**config.mk**
```make
export PLATFORM = sky130hd
export DESIGN_NAME = ex_mem_skid_stage
export DESIGN_NICKNAME = d
export VERILOG_FILES = /design/src/rtl/ex_mem_skid_stage.sv
export SDC_FILE = /design/constraint.sdc
export NUM_CORES = 1
export LEC_CHECK = 0
export CELL_PAD_IN_SITES_DETAIL_PLACEMENT = 0
export CELL_PAD_IN_SITES_GLOBAL_PLACEMENT = 1
export CORE_ASPECT_RATIO = 1.25
export CORE_MARGIN = 4
export CORE_UTILIZATION = 36
export CTS_BUF_LIST = sky130_fd_sc_hd__clkbuf_16
export CTS_CLUSTER_SIZE = 12
export DETAILED_ROUTE_END_ITERATION = 8
export PLACE_DENSITY_LB_ADDON = 0.08
export SYNTH_ARGS = -nofsm -noshare
export SYNTH_HDL_FRONTEND = slang
export SYNTH_SLANG_ARGS = --single-unit
export TNS_END_PERCENT = 50
```
**constraint.sdc**
```tcl
create_clock -name clk -period 2.4 [get_ports clk]
set_input_delay 0.72 -clock clk [delete_from_list [all_inputs] [get_ports clk]]
set_output_delay 0.72 -clock clk [all_outputs]
set_load 0.02 [all_outputs]
```
**src/rtl/ex_mem_skid_stage.sv**
```systemverilog
// rtl/ex_mem_skid_stage.sv - EX->MEM pipeline stage with 2-entry skid buffer, flush, forwarding tap and stall counter
//
// Ports:
//   clk, rst_n            clock, synchronous active-low reset
//   flush                 synchronous kill of all held entries
//   EX_valid / EX_ready   upstream handshake (EX_ready is a flop)
//   EX_regwrite..EX_rd    upstream control bits and payload
//   MEM_valid / MEM_ready downstream handshake
//   MEM_regwrite..MEM_rd  head entry; control bits qualified by MEM_valid
//   fwd_valid/rd/data     forwarding tap for the EX hazard unit
//   stall_cnt             saturating count of back-pressured cycles
module ex_mem_skid_stage #(
  parameter int DATA_W = 19,
  parameter int RD_W   = 3,
  parameter int CNT_W  = 16
) (
  input  logic              clk,
  input  logic              rst_n,
  input  logic              flush,
  input  logic              EX_valid,
  output logic              EX_ready,
  input  logic              EX_regwrite,
  input  logic              EX_memtoreg,
  input  logic              EX_memread,
  input  logic              EX_memwrite,
  input  logic [DATA_W-1:0] EX_out,
  input  logic [DATA_W-1:0] EX_wdata,
  input  logic [RD_W-1:0]   EX_rd,
  output logic              MEM_valid,
  input  logic              MEM_ready,
  output logic              MEM_regwrite,
  output logic              MEM_memtoreg,
  output logic              MEM_memread,
  output logic              MEM_memwrite,
  output logic [DATA_W-1:0] MEM_out,
  output logic [DATA_W-1:0] MEM_wdata,
  output logic [RD_W-1:0]   MEM_rd,
  output logic              fwd_valid,
  output logic [RD_W-1:0]   fwd_rd,
  output logic [DATA_W-1:0] fwd_data,
  output logic [CNT_W-1:0]  stall_cnt
);

  localparam int ENT_W = 4 + 2 * DATA_W + RD_W;

  typedef enum logic [1:0] {S_EMPTY, S_ONE, S_TWO} state_t;

  state_t             state_q, state_d;
  logic               ready_q;
  logic [ENT_W-1:0]   main_q, skid_q, entry_in;
  logic [CNT_W-1:0]   cnt_q;
  logic               accept, drain, stall;
  logic               load_main, load_skid, main_from_skid;
  logic               h_regwrite, h_memtoreg, h_memread, h_memwrite;

  assign entry_in = {EX_regwrite, EX_memtoreg, EX_memread, EX_memwrite, EX_out, EX_wdata, EX_rd};

  assign MEM_valid = (state_q != S_EMPTY);
  assign accept    = EX_valid & ready_q;
  assign drain     = MEM_valid & MEM_ready;
  assign stall     = MEM_valid & ~MEM_ready;

  always_comb begin
    state_d        = state_q;
    load_main      = 1'b0;
    load_skid      = 1'b0;
    main_from_skid = 1'b0;
    case (state_q)
      S_EMPTY: begin
        if (accept) begin
          state_d   = S_ONE;
          load_main = 1'b1;
        end
      end
      S_ONE: begin
        if (accept && drain) begin
          load_main = 1'b1;
        end else if (accept) begin
          state_d   = S_TWO;
          load_skid = 1'b1;
        end else if (drain) begin
          state_d = S_EMPTY;
        end
      end
      S_TWO: begin
        // EX_ready is low here, so only a drain can move us.
        if (drain) begin
          state_d        = S_ONE;
          main_from_skid = 1'b1;
        end
      end
      default: state_d = S_EMPTY;
    endcase
  end

  always_ff @(posedge clk) begin
    if (!rst_n) begin
      state_q <= S_EMPTY;
      ready_q <= 1'b1;
      main_q  <= '0;
      skid_q  <= '0;
      cnt_q   <= '0;
    end else begin
      // The counter follows the pre-edge stall condition regardless of flush.
      if (stall && (cnt_q != {CNT_W{1'b1}})) begin
        cnt_q <= cnt_q + CNT_W'(1);
      end
      if (flush) begin
        state_q <= S_EMPTY;
        ready_q <= 1'b1;
      end else begin
        state_q <= state_d;
        ready_q <= (state_d != S_TWO);
        if (load_main) begin
          main_q <= entry_in;
        end else if (main_from_skid) begin
          main_q <= skid_q;
        end
        if (load_skid) begin
          skid_q <= entry_in;
        end
      end
    end
  end

  assign {h_regwrite, h_memtoreg, h_memread, h_memwrite, MEM_out, MEM_wdata, MEM_rd} = main_q;

  // Control bits are masked so an empty stage looks like a bubble downstream.
  assign MEM_regwrite = h_regwrite & MEM_valid;
  assign MEM_memtoreg = h_memtoreg & MEM_valid;
  assign MEM_memread  = h_memread  & MEM_valid;
  assign MEM_memwrite = h_memwrite & MEM_valid;

  assign fwd_valid = MEM_valid & MEM_regwrite & ~MEM_memtoreg;
  assign fwd_rd    = MEM_rd;
  assign fwd_data  = MEM_out;

  assign EX_ready  = ready_q;
  assign stall_cnt = cnt_q;

endmodule

```
# Word-level counts from Yosys, hierarchy flattened
# Cells that the tools add are included.
# totals
rom_bits,0
elab_cells,46
ramBits,0
latch_bits,0
memories,0
inputBits,50
ff_bits,109
# classes
shifts,0
n_mux,15
magnitude_cmp,0
div,0
bitwise_logic,13
n_eq_ne,4
n_addsub,1
n_reduce_logical,8
n_mul,0
# op_table
operator,count
2-to-1 mux 45 bit,2
"adder 16 x 1 -> 16 bit, second input constant",1
"inequality test 16 bit, second input constant",1
2-to-1 mux 2 bit,5
bitwise AND 1 bit,9
2-to-1 mux 1 bit,6
one-hot mux 2 bit (3 select lines),1
inverter 1 bit,4
AND reduction 2 bit,2
nonzero test 2 bit,2
"== test 2 x 1 -> 1 bit, second input constant",1
"== test 2 bit, second input constant",1
logical AND 1 bit,2
logical NOT 2 bit,1
"inequality test 2 bit, second input constant",1
one-hot mux 1 bit (2 select lines),1
OR reduction 2 bit,1

# Logic depth before layout (Yosys ltp)
# logic_depth
word_depth,7
mapped_depth,7

# Least setup slack after synthesis
# No wires, ideal clock.
# synth_path
path_type,reg2out
startpoint,reg state_q[0]
endpoint,out fwd_valid
t_arrival_ns,1.310
setup_slack_ns,0.370
stages_incl_launch_ff,4
t_required_ns,1.680
path_cell_list,dfxtp_1 > nor2_1 > nor2b_1 > nor2b_1
# synth_between
elab_chain_cells,4
elab_cells_between_ends,6
# synth_lines
item,line_no,text
"start, declared",48,"state_t state_q, state_d;"
"start signal, assigned",112,state_q <= state_d;
nonzero test 2 bit,58,assign MEM_valid = (state_q != S_EMPTY);
bitwise AND 1 bit,129,assign MEM_regwrite = h_regwrite & MEM_valid;
named net MEM_regwrite,31,"output logic MEM_regwrite,"
bitwise AND 1 bit (2 in series),134,assign fwd_valid = MEM_valid & MEM_regwrite & ~MEM_memtoreg;
"end, declared",38,"output logic fwd_valid,"
# The timed path passes the listed nets, and every way through them passes these cells.

# Worst setup path after layout
# layout_path
startpoint,reg state_q[0]
endpoint,out MEM_valid
# layout_between
elab_chain_cells,1
# layout_lines
item,line_no,text
nonzero test 2 bit,58,
"end, declared",29,"output logic MEM_valid,"
# Every way passes these cells.

==> qor.txt <==
CP Capture Type: primary output
initial drt markers: 165
fin crit share: 0.9535
Nets: 709
PD cells: 612.2 nW/µm²
setup TNS: 0 ns
status: finished, final reports clean
Slew headroom: 0.7067
unrepaired setup endpoints after global routing: no
wire length per cell: 14.13 µm
startpoint types: flip-flop
ys flop type: dfxtp_1
DRT Pass-1 Iters: 4
Worst Tran Pin Value: 0.4363 ns
Place WS: -0.04262 ns
area share of the largest cell type after synthesis: 0.4301
first-pass GRT wire length: 19.22 mm
CTS tree: done
vias in the first global route: 3,818
Worst-path clk slew: 0.07 ns
busiest layer in global routing: met2
Die X: 114.2 µm
Mapped Area: 5074 µm²
max-slew violations: 0
Via density: 4.782
Fmax achieved: 437.0 MHz
R2R setup slack: 0.62 ns
Syn Area/Cell: 8.599 µm²
Setup Viol. Count Final: 0
gpl congestion: 0.7498
Area Growth Syn to Fin: 29.96%
total power: 4037 µW
share of cells above drive strength 1: 0.07391
Max VDD drop: 0.4620 mV
Post-Route WL: 11.84 mm
Critical path origin: state_q[0]
crit path kind: reg2out
Reg2Reg Depth: 5
Distinct cells, synth: 45
Hold Path Stages: 2
I/O pin count: 136
Worst Skew: 0.01271 ns
R2R Path Start: stall_cnt[0]
die area: 16,070 µm²
Final Hold Vio Count: 0
Critical Path AT: 1.57 ns
postcts setup bufs: 0
Skew-Pair Late Insertion Delay: 0.35 ns
pin count of the biggest net entering global routing: 73
number of flops mapped to enable cells by yosys: 0
Max-cap violations: 0
leak pwr: 0.002376 µW
number of fill cells: 1,347
register area: 2182 µm²
CTS Hold Bufs: 0
most frequent cell after synthesis: dfxtp_1
Area contributors post-synth: dfxtp_1 43%, mux2i_1 10%, buf_4 9.9%
GR Util met2: 0.2492
Int Pwr: 2944 µW
Core ar.: 13,810 µm²
CP required: 1.68 ns
Post-Syn Instances: 590
hold crit path type: reg2reg
Die H: 140.7 µm
Final min period: 2.289 ns
sink of the worst hold path: skid_q[18]
Max Fanout on Critical Path: 3
clock tree sinks: 109
part of the Yosys area used for sequential elements: 0.4301
setup ws final: 0.1115 ns
Synth warnings: 0
I/O Buffers: 135
Yosys reg bits: 109
total CTS buffers: 9
initial antenna violation count: 0
hold path startpoint: skid_q[18]
GRT Total Usage: 0.1461
Clk pwr share: 0.354
GRT Residual Overflow: 0
area of the multi-input gates: 2235 µm²
NetSw: 1093 µW
Root Driver: clkbuf_16
vias post-DR: 4,007
htree depth: 3
Synth area leader: dfxtp_1
post-route antenna net violation count: 0
logic gate share of total power: 0.170
syn nets: 641
Initial Utilization: 0.3673
Reg power frac: 0.475
leading cell types by count after synthesis: 109 x dfxtp_1, 104 x nand2_1, 67 x buf_4
Bufs on Longest Clock Path: 2
Finished Core Util: 0.4774
r2r endpoint: stall_cnt[4]
# diodes: 0
post_cts resized: 2
met3 GRT Util: 0.02619
met1 GRT Util: 0.1859
residual DRC count: 0
post-DP HPWL: 8.124 mm
switching part of the total: 0.2708
Row Count: 48
asr flop ratio synth: 0
[sequential cells by signal, indices dropped and copies added (netlist names)]
register / count
main_q: 45
skid_q: 45
stall_cnt: 16
state_q: 2
EX_ready: 1
[layer usage]
metal  share of wire  routed length, µm  up-vias
met5               0                  0        -
met4           0.013                150        0
met3           0.051                606        9
met2            0.48               5702       97
met1            0.45               5381     1793
li1                -                  -     2108
[metrics by stage]
stage / cells / hold slack [ns] / area [µm²]
finish: 838 / 0.4542 / 6594
global route: 838 / 0.4705 / 6594
CTS: 838 / 0.4561 / 6589
detailed placement: 822 / 0.4458 / 6305
global placement: 822 / 0.4400 / 6305
floorplan: 590 / 0.4357 / 5074
[power groups by stage]
stage | clock [µW] | combinational [µW] | sequential [µW]
final | 1430 | 688 | 1920
after global routing | 1550 | 744 | 1930
after CTS | 1490 | 698 | 1920
after detailed placement | 0 | 696 | 1960
after global placement | 0 | 693 | 1960
after floorplan | 0 | 467 | 1950
[critical path: stages (launching register included)]
cell and delay [ns]:
dfxtp_1 0.32, nor2_2 0.20, buf_4 0.16, inv_1 0.03
clkdlybuf4s50_1 0.53
[worst max-delay path by stage]
| stage | to | slack [ns] | depth (start not counted) |
|---|---|---|---|
| after global placement | skid_q[14] | -0.03 | 6 |
| final | MEM_valid | 0.11 | 4 |
| after floorplan | fwd_valid | 0.37 | 3 |
| after global routing | MEM_regwrite | 0.02 | 3 |
| after CTS | MEM_memread | 0.05 | 4 |
| after detailed placement | skid_q[5] | -0.04 | 6 |
[layout by cell type (no fill, tap or decap), types with 3 or more instances in the layout]
cell type,Yosys,final
clkbuf_16,0,9
nor3_1,4,4
dfxtp_1,109,109
inv_1,5,5
nand2b_1,6,6
buf_4,67,13
a21oi_1,53,53
buf_12,0,10
a211oi_1,46,46
nor2b_1,7,7
mux2i_1,52,52
o21ai_0,4,4
nand2_1,104,104
nand3_1,5,5
or4_1,3,3
or3_1,6,5
clkdlybuf4s50_1,0,132
nor2_1,51,50
nand4_1,4,4
[final cells by class]
cell class / count / share of cell area
multi-input cells: 374 / 0.3389
flip-flops and latches: 109 / 0.3309
repair buffers: 158 / 0.2507
clock buffers: 9 / 0.03416
well taps: 175 / 0.03321
clock inverters: 7 / 0.008729
inverters: 6 / 0.003416
[logic make-up after synthesis]
logic type      count (synthesis)  synth area share
flops                         109            0.4301
fa+ha+maj                       1          0.002466
compound gates                117            0.1497
simple gates                  204            0.1820
buf+inv                       107            0.1332
mux                            52            0.1026
(Power assumes the default switching activity.)
